**src/rtl/dff_reg_arbiter_pkg.sv**
```systemverilog
// Shared definitions for the dff_reg_arbiter slice.
//   - state_t   : 2-bit FSM encoding (IDLE, GRANT, WRITE, DONE)
//   - NREQ_C    : number of requesters (fixed at 4)
//   - WIDTH_DEF : default data width of the shared register
//   - IDX_W     : width of a requester index
//   - onehot()  : index -> one-hot requester vector
package dff_reg_arbiter_pkg;

  localparam int NREQ_C    = 4;
  localparam int WIDTH_DEF = 8;
  localparam int IDX_W     = 2;

  typedef enum logic [1:0] {
    ST_IDLE  = 2'd0,
    ST_GRANT = 2'd1,
    ST_WRITE = 2'd2,
    ST_DONE  = 2'd3
  } state_t;

  function automatic logic [NREQ_C-1:0] onehot(input logic [IDX_W-1:0] idx);
    logic [NREQ_C-1:0] v;
    v      = '0;
    v[idx] = 1'b1;
    return v;
  endfunction

endpackage

```
**src/rtl/dff_reg_arbiter_rr_pick.sv**
```systemverilog
// rr_pick: combinational round-robin winner selection.
// Ports:
//   req    : request vector, one bit per requester
//   ptr    : index the search starts from (wraps 3 -> 0)
//   winner : first requesting index at or after ptr
//   valid  : high when any request is active
module rr_pick
  import dff_reg_arbiter_pkg::*;
(
  input  logic [NREQ_C-1:0] req,
  input  logic [IDX_W-1:0]  ptr,
  output logic [IDX_W-1:0]  winner,
  output logic              valid
);

  logic [IDX_W-1:0] idx;

  // Scan from the farthest offset down to offset 0 so the nearest
  // requester after ptr is the last (and therefore winning) assignment.
  // The 2-bit index addition wraps naturally.
  always_comb begin
    winner = ptr;
    valid  = 1'b0;
    idx    = '0;
    for (int k = NREQ_C - 1; k >= 0; k--) begin
      idx = ptr + IDX_W'(k);
      if (req[idx]) begin
        winner = idx;
        valid  = 1'b1;
      end
    end
  end

endmodule

```
**src/rtl/dff_reg_arbiter.sv**
```systemverilog
// dff_reg_arbiter: round-robin arbitrated write access to one shared register.
// Ports:
//   CLK   : clock, rising edge
//   RSTB  : asynchronous active-low reset
//   REQ   : level request per requester
//   DIN   : packed write data, lane i = DIN[i*WIDTH +: WIDTH]
//   GNT   : one-hot grant, zero when no owner
//   ACK   : one-cycle one-hot write-complete pulse
//   Q/QB  : shared register and its complement
//   OWNER : current / last granted requester
//   BUSY  : high whenever a transaction is in flight
// A transaction sampled at edge n grants at n, captures DIN at n+1,
// writes Q and raises ACK at n+2, and returns to IDLE at n+3.
module dff_reg_arbiter
  import dff_reg_arbiter_pkg::*;
#(
  parameter int WIDTH = WIDTH_DEF,
  parameter int NREQ  = NREQ_C
) (
  input  logic                  CLK,
  input  logic                  RSTB,
  input  logic [NREQ-1:0]       REQ,
  input  logic [NREQ*WIDTH-1:0] DIN,
  output logic [NREQ-1:0]       GNT,
  output logic [NREQ-1:0]       ACK,
  output logic [WIDTH-1:0]      Q,
  output logic [WIDTH-1:0]      QB,
  output logic [IDX_W-1:0]      OWNER,
  output logic                  BUSY
);

  state_t           state, state_nxt;
  logic [IDX_W-1:0] owner_r;
  logic [IDX_W-1:0] ptr_r;
  logic [IDX_W-1:0] pick_idx;
  logic             pick_vld;
  logic [WIDTH-1:0] hold_r;
  logic [WIDTH-1:0] q_r;

  rr_pick u_rr_pick (
    .req    (REQ),
    .ptr    (ptr_r),
    .winner (pick_idx),
    .valid  (pick_vld)
  );

  always_comb begin
    state_nxt = state;
    case (state)
      ST_IDLE:  if (pick_vld) state_nxt = ST_GRANT;
      // Owner dropping its request before capture aborts with no write.
      ST_GRANT: state_nxt = REQ[owner_r] ? ST_WRITE : ST_IDLE;
      ST_WRITE: state_nxt = ST_DONE;
      ST_DONE:  state_nxt = ST_IDLE;
    endcase
  end

  always_ff @(posedge CLK or negedge RSTB) begin
    if (!RSTB) state <= ST_IDLE;
    else       state <= state_nxt;
  end

  always_ff @(posedge CLK or negedge RSTB) begin
    if (!RSTB) begin
      owner_r <= '0;
      ptr_r   <= '0;
      hold_r  <= '0;
      q_r     <= '0;
    end else begin
      case (state)
        ST_IDLE:  if (pick_vld) owner_r <= pick_idx;
        // Capture here so DIN changes after this edge cannot reach Q.
        ST_GRANT: if (REQ[owner_r]) hold_r <= DIN[int'(owner_r)*WIDTH +: WIDTH];
        ST_WRITE: q_r <= hold_r;
        ST_DONE:  ptr_r <= owner_r + IDX_W'(1);
      endcase
    end
  end

  // Outputs decode directly from reset-cleared registers, so reset
  // takes effect on them without waiting for a clock edge.
  assign GNT   = (state != ST_IDLE) ? onehot(owner_r) : '0;
  assign ACK   = (state == ST_DONE) ? onehot(owner_r) : '0;
  assign BUSY  = (state != ST_IDLE);
  assign OWNER = owner_r;
  assign Q     = q_r;
  assign QB    = ~q_r;

endmodule

```
**config.mk**
```make
export PLATFORM = sky130hd
export DESIGN_NAME = dff_reg_arbiter
export DESIGN_NICKNAME = d
export VERILOG_FILES = /design/src/rtl/dff_reg_arbiter_pkg.sv /design/src/rtl/dff_reg_arbiter_rr_pick.sv /design/src/rtl/dff_reg_arbiter.sv
export SDC_FILE = /design/constraint.sdc
export NUM_CORES = 1
export LEC_CHECK = 0
export CAP_MARGIN = 30
export CORE_ASPECT_RATIO = 0.75
export CORE_UTILIZATION = 42
export DETAILED_ROUTE_END_ITERATION = 8
export GPL_ROUTABILITY_DRIVEN = 1
export GPL_TIMING_DRIVEN = 0
export PLACE_DENSITY = 0.95
export SLEW_MARGIN = 30
export SYNTH_ARGS = -nofsm -noshare
export SYNTH_HDL_FRONTEND = slang
export SYNTH_SLANG_ARGS = --single-unit
```
**constraint.sdc**
```tcl
create_clock -name CLK -period 5 [get_ports CLK]
set_input_delay 1.5 -clock CLK [delete_from_list [all_inputs] [get_ports CLK]]
set_output_delay 1.5 -clock CLK [all_outputs]
set_load 0.01 [all_outputs]
```
[Yosys cells after proc, flatten, opt, wreduce, memory -nomap -nowiden]
Index checks and enable logic that the tools add are counted.
Operators by class
  muxes and demuxes: 25
  bitwise gates (word level): 1
  eq/ne operators: 4
  shift operators: 1
  $lt $le $gt $ge: 6
  reductions and logical operators: 5
  $add $sub $neg: 4
Operator list (number)
  32-bit by 6-bit variable part select with 8-bit output: 1
  2-bit by 3-bit less-than comparator with 1-bit output (second input constant): 5
  2-bit 2-to-1 mux: 6
  1-bit binary-select mux with 2-bit select: 5
  1-bit 2-to-1 mux: 10
  4-bit 2-to-1 mux: 2
  8-bit inverter: 1
  2-bit case mux with 4 select lines: 1
  2-bit by 1-bit adder with 2-bit output (second input constant): 2
  2-bit adder (second input constant): 2
  2-bit equality test (second input constant): 2
  2-bit AND reduction: 2
  1-bit demux with 2-bit select: 1
  2-bit by 1-bit equality test with 1-bit output (second input constant): 1
  2-bit by 1-bit greater-or-equal comparator with 1-bit output (second input constant): 1
  2-bit zero test: 1
  2-bit inequality test (second input constant): 1
  2-bit nonzero test: 1
  1-bit logical AND: 1
Word-level totals
  logic and storage cells: 51
  register bits: 22
  output and inout bits: 27
  bits of input ports: 38

[Logic depth before layout (Yosys ltp)]
Gate-level depths: netlist of run 1.
  word-level depth: 9
  mapped depth: 6
  gate-level depth less buffers: 3

[Cells and area by module]
From an unflattened synthesis of run 1, not the netlist that was laid out.
Unflattened totals
  cell total of the unflattened synthesis: 116
  area total of the unflattened synthesis: 1288.7 µm²
By module, submodules not included
  dff_reg_arbiter: area each 1188.6 µm², cells an instance 100, sequential area each 550.5 µm², times used 1
  rr_pick: area each 100.1 µm², cells an instance 16, sequential area each 0.0 µm², times used 1

[Worst setup path before layout of run 1]
OpenSTA, ideal clock, no wires.
  kind: flip-flop to output port
  start point: register owner_r[1], in the netlist OWNER[1]
  end point: output port ACK[0]
  arrival: 1.274 ns
  buffers on the path: 1
  data required time: 3.500 ns
  cell stages (with the launch flop): 5
  path slack: 2.226 ns
  path through: dfrtp_1 -> clkbuf_1 -> inv_1 -> ha_1 -> and3_1
Between the ends
  word-level cells in the longest chain between the ends: 5
  elaborated cells on any way between the ends: 6
  those cells by class: order compare: 2; mux: 3; reduce/logical: 1
RTL lines
  start: declaration: line dff_reg_arbiter.sv:33  | logic [IDX_W-1:0] owner_r;
  start signal: assignment: line dff_reg_arbiter.sv:71  | ST_IDLE: if (pick_vld) owner_r <= pick_idx;
  2-bit by 3-bit less-than comparator with 1-bit output (not written as such) or 2-bit by 1-bit greater-or-equal comparator with 1-bit output (tied branches): line dff_reg_arbiter_pkg.sv:23  | v[idx] = 1'b1;
  1-bit logical AND (not written as such): line dff_reg_arbiter_pkg.sv:23
  1-bit 2-to-1 mux (not written as such): line dff_reg_arbiter_pkg.sv:23
  1-bit demux with 2-bit select (*): line dff_reg_arbiter_pkg.sv:23
  4-bit 2-to-1 mux (*): line dff_reg_arbiter.sv:83  | assign ACK = (state == ST_DONE) ? onehot(owner_r) : '0;
  end: declaration: line dff_reg_arbiter.sv:25  | output logic [NREQ-1:0] ACK,
Mark *: on every way between the ends. The rest lies on a longest branch, timed or not.

[Worst setup path in the final report of run 1]
  start point: register owner_r[1], in the netlist OWNER[1]
  end point: output port ACK[1]
The elaborated chain is that of the path after synthesis.

==> results.yml, run 1 <==
global_routing:
  grt-ovfl-total: 0
  grt_max_degree: 23
  grt_pass1_vias: 1094
  grt_usage: 0.220
  grt_pass1_wl_microns: 5220
  antenna_found_initial: 0
synthesis:
  syn-num-nets: 154
  synth_flop_cell: "dfrtp_1"
  ys_seq_elements: 22
  yosys.area.top_type: "dfrtp_1"
  ys_top_cells_by_count: "dfrtp_1 (22), inv_1 (12), nand2_1 (11), o21ai_0 (10)"
  yosysUniqueCellTypes: 22
  syn_area_sq_um: 1270
  ys_warn_count: 0
  synth.avg_cell_area_sq_um: 11.3
  yosysTopAreaCellShare: 0.435
  ys_top_cells_by_area: "dfrtp_1 (43%), mux4_2 (16%), mux2_2 (8.0%)"
  synth_edf_count: 0
  async_reset_ff_frac: 1.00
  seq_area_frac_synth: 0.435
  yosysMostFrequentCell: "dfrtp_1"
  syn_inst: 112
detailed_routing:
  vias: 1104
  drt_iter0_markers: 48
  routed_wl_microns: 3050
  routedWlPerCell_microns: 14.1
  drt_pass1_iterations: 4
  ant_nets: 0
  drc: 0
  viasPerCell: 5.11
worst_setup_path:
  crit_type: "flop to output pin"
  r2r_end: "ptr_r[1]"
  r2r-start: "OWNER[1]"
  crit_path_max_fanout: 10
  worst_ep_required_time_ns: 3.50
  end_kind: "output pin"
  rrSetupSlack_ns: 3.23
  r2r_cells: 4
  cp-start-kind: "flop"
  crit_arrival_ns: 2.20
cts:
  path_clk_slew_ns: 0.08
  clk_latency_ns: 0.27
  clockRootBuffer: "clkbuf_8"
  cts_hold_buf: 0
  h-tree-depth: 1
  clockBufferDepth: 2
  cts-buffers-inserted: 3
  cts_tree: "yes"
  cts_setup_buffers: 0
  cts_sinks: 22
  post_cts_resized: 0
timing:
  finalHoldViolations: 0
  holdWs_ns: 0.499
  relSlewSlack: 0.646
  worstMarginPinSlew_ns: 0.531
  rsz0062_at_grt: "false"
  fin_skew_ns: 0.00196
  drv_slew: 0
  fmax_mhz: 270
  finalCritPeriodShare: 0.741
  setup_tns_ns: 0
  setup_viol: 0
  period_minus_slack_ns: 3.70
  fin_ws_ns: 1.30
worst_hold_path:
  holdPathStages: 2
  hold_path_startpoint: "hold_r[0]"
  hp-class: "flop to flop"
  hold_path_end: "Q[0]"
power_and_ir_drop:
  vdd_drop_max_v: 0.000274
  powerDensity_nw_per_um2: 555
  p_leak_nw: 0.876
place:
  port_buffers: 64
  gp_congestion: 0.806
  dp_cells: 212
  dp_hpwl_microns: 2580
  pre_cts_ws_ns: 1.56
run:
  cap_viol_max_count: 0
final_layout:
  synthToLayoutAreaGrowth_pct: 59.4
  utilization: 0.736
  drive_gt1_frac: 0.150
  finalNonFillerCells: 216
  n_antenna_cell: 0
  layout.nets: 223
floorplanning:
  die_y_microns: 49.6
  core_sq_um: 2740
  pin_count: 65
  die-area_sq_um: 3240
  die_w_microns: 65.4
  row_count: 16
  start_util: 0.462
status:
  status: "finished clean"
[registers in the layout (all words and copies together), names as in the netlist, named ones only]
| name | flops |
|---|---|
| state | 1 |
| ptr_r | 2 |
| Q | 8 |
| hold_r | 8 |
| OWNER | 2 |
[cells by family after synthesis]
logic type / Yosys count / share of synthesized area
AND/OR/NAND/NOR: 32 / 0.140
flip-flops: 22 / 0.435
multiplexers: 19 / 0.248
buffers and inverters: 18 / 0.0563
AO/OA/AOI/OAI: 17 / 0.0810
adder cells (fa/ha/maj): 4 / 0.0395
[routing by layer]
layer	share of wire	track usage	vias to the layer above
met2	0.49	0.349	42
met4	0.012	0.0652	0
li1	-	-	527
met1	0.45	0.304	530
met3	0.048	0.0463	5
met5	0	0	-
[per-stage QoR]
stage          instance area (sq um)  power, W
6_report                        2020   0.00112
5_1_grt                         2020   0.00121
4_1_cts                         2020   0.00113
3_5_place_dp                    1950  0.000965
3_3_place_gp                    1950  0.000933
2_1_floorplan                   1270  0.000666
[critical path, cell delays in order, from the launching register on]
cell and delay [ns]:
dfrtp_1 0.47, clkbuf_1 0.46, inv_1 0.14, ha_1 0.22
and3_1 0.17, clkdlybuf4s50_1 0.48
[cells in the final DEF, fill, tap and decap left out, drive strengths merged]
| master | instances |
|---|---|
| clkbuf | 6 |
| nor2 | 5 |
| dfrtp | 22 |
| and3 | 4 |
| nand3b | 1 |
| inv | 12 |
| clkdlybuf4s50 | 63 |
| nor3 | 1 |
| a2111oi | 1 |
| a21o | 1 |
| a21oi | 2 |
| nor2b | 7 |
| a41oi | 1 |
| o21ai | 10 |
| nand2 | 11 |
| mux2 | 9 |
| mux4 | 9 |
| ha | 4 |
| buf | 4 |
| bufinv | 1 |
| mux2i | 1 |
| and3b | 1 |
| a2bb2oi | 2 |
| or4 | 2 |
[power breakdown]
part	internal, W	total (W)	leakage [nW]	switching, W
Combinational	0.000355	0.000625	0.575	0.000270
Sequential	0.000267	0.000329	0.265	0.0000626
Clock	0.000107	0.000165	0.0357	0.0000581
Total	0.000729	0.00112	0.876	0.000391
[worst max-delay path by stage]
stage / cells past startpoint / slack [ns] / endpoint / start
3_3_place_gp: 5 / 1.60 / ACK[1] / OWNER[1]
3_5_place_dp: 5 / 1.56 / ACK[1] / OWNER[1]
5_1_grt: 5 / 1.15 / ACK[0] / OWNER[1]
4_1_cts: 5 / 1.26 / ACK[1] / OWNER[1]
2_1_floorplan: 4 / 2.23 / ACK[0] / OWNER[1]
6_report: 5 / 1.30 / ACK[1] / OWNER[1]
[area by class of cell]
type / instances / area (sq um)
repair buffers: 64 / 636
clock inverters: 1 / 30.0
flip-flops and latches: 22 / 551
inverters: 12 / 45.0
clock buffers: 3 / 41.3
well taps: 36 / 45.0
plain buffers: 6 / 26.3
multi-input cells: 72 / 644
fillers: 191 / 724
Note: power is estimated with default switching activity, not from simulation.
==> inputs of run 2 (changes only) <==
Settings changed: CORE_UTILIZATION 42 to 36, PLACE_DENSITY 0.95 to 0.88.
Clock period 5 ns to 3.1 ns, I/O delays scaled along.
==> results.yml, run 2 (same netlist as run 1, synthesis figures left out) <==
floorplanning:
  die_y_microns: 53.4
  core_sq_um: 3330
  row_count: 18
  die_w_microns: 70.5
  die-area_sq_um: 3760
  pin_count: 65
  start_util: 0.380
global_routing:
  grt_pass1_wl_microns: 5150
  grt_max_degree: 23
  grt_pass1_vias: 1064
  grt_usage: 0.186
  grt-ovfl-total: 0
  antenna_found_initial: 0
cts:
  cts_tree: "yes"
  cts_hold_buf: 0
  cts_sinks: 22
  clockBufferDepth: 2
  clockRootBuffer: "clkbuf_8"
  h-tree-depth: 1
  cts_setup_buffers: 0
  post_cts_resized: 1
  clk_latency_ns: 0.26
  path_clk_slew_ns: 0.07
  cts-buffers-inserted: 3
detailed_routing:
  vias: 1128
  drc: 6
  routed_wl_microns: 3290
  drt_iter0_markers: 51
  viasPerCell: 5.15
  routedWlPerCell_microns: 15.0
  ant_nets: 0
  drt_pass1_iterations: 6
power_and_ir_drop:
  vdd_drop_max_v: 0.000294
  powerDensity_nw_per_um2: 865
  p_leak_nw: 0.865
worst_setup_path:
  crit_path_max_fanout: 10
  r2r_cells: 3
  cp_cell_sequence: "clkbuf_4, inv_1, ha_1, and3_1, clkdlybuf4s50_1"
  end_kind: "output pin"
  slowest_delay_ns: 0.48
  critical-path-top-delay-family: "buffers and inverters"
  crit_type: "flop to output pin"
  cp_num_cells: 5
  cp-startpoint: "OWNER[0]"
  cp_num_buf_inv: 3
  r2r_end: "hold_r[1]"
  r2r-start: "OWNER[0]"
  rrSetupSlack_ns: 1.41
  crit_arrival_ns: 2.04
  slowest_stage: "clkdlybuf4s50_1"
  crit_end: "ACK[0]"
  worst_ep_required_time_ns: 2.17
  cp-start-kind: "flop"
final_layout:
  synthToLayoutAreaGrowth_pct: 57.7
  layout.nets: 223
  layout_common_cells: "clkdlybuf4s50_1 (63), dfrtp_1 (22), inv_1 (12)"
  final_common_cell: "clkdlybuf4s50_1"
  n_antenna_cell: 0
  utilization: 0.599
  drive_gt1_frac: 0.151
timing:
  finalHoldViolations: 0
  setup_viol: 0
  holdWs_ns: 0.491
  fmax_mhz: 337
  finalCritPeriodShare: 0.958
  fin_skew_ns: 0.00351
  worstMarginPinSlew_ns: 0.501
  setup_tns_ns: 0
  drv_slew: 0
  relSlewSlack: 0.665
  rsz0062_at_grt: "false"
  period_minus_slack_ns: 2.97
status:
  violations: "design-rule violations"
  status: "finished, violations left"
place:
  dp_hpwl_microns: 2580
  gp_congestion: 0.788
  port_buffers: 64
worst_hold_path:
  holdPathStages: 2
  hp-class: "flop to flop"
  hold_path_startpoint: "hold_r[6]"
run:
  cap_viol_max_count: 0
[run 2: changes by cell type in the layout (fill, tap and decap cells not counted)]
cell / before / now
buf_2: 4 / 3
bufinv_16: 1 / 0
clkbuf_1: 3 / 2
clkbuf_2: 0 / 1
clkbuf_4: 0 / 1
[run 2: metrics by stage]
step	total power (W)	instance area (sq um)	instances	worst slack, ns
finish	0.00173	2000	219	0.130
global route	0.00184	2000	219	0.0221
CTS	0.00173	2000	219	0.0283
detailed placement	0.00156	1960	216	0.216
global placement	0.00151	1960	216	0.287
floorplan	0.00107	1270	112	0.896
[run 2: where the power goes]
part / internal [W] / leakage (nW) / switching [W]
clock: 0.0000866 / 0.0216 / 0.0000834
sequential: 0.000430 / 0.265 / 0.000103
combinational: 0.000577 / 0.578 / 0.000447
total: 0.00109 / 0.865 / 0.000634
[run 2: cell type report]
class | instances | area (sq um)
timing repair buffer | 64 | 636
multi-input combinational | 72 | 644
fill | 273 | 1340
inverter | 12 | 45.0
tap | 40 | 50.0
clock buffer | 3 | 41.3
buffer | 6 | 30.0
sequential | 22 | 551
[run 2: worst min-delay path, delay by kind of cell (launching register included)]
family | cells | cell delay (ns)
AOI/OAI and AO/OA | 1 | 0.06
and+or+nand+nor | 1 | 0.05
DFF | 1 | 0.35
[run 2: how the worst min path moves through the flow]
| stage | slack [ns] | to |
|---|---|---|
| detailed placement | 0.48 | Q[5] |
| global route | 0.53 | Q[6] |
| floorplan | 0.44 | Q[0] |
| global placement | 0.46 | Q[1] |
| CTS | 0.50 | Q[6] |
| finish | 0.49 | Q[6] |
[run 2: metal layers]
| layer | up-vias | part of all wire | GRT usage | routed length [microns] |
|---|---|---|---|---|
| li1 | 534 | - | - | - |
| met1 | 545 | 0.43 | 0.236 | 1430 |
| met2 | 43 | 0.51 | 0.307 | 1670 |
| met3 | 6 | 0.045 | 0.0381 | 148 |
| met4 | 0 | 0.015 | 0.0918 | 51 |
| met5 | - | 0 | 0 | 0 |
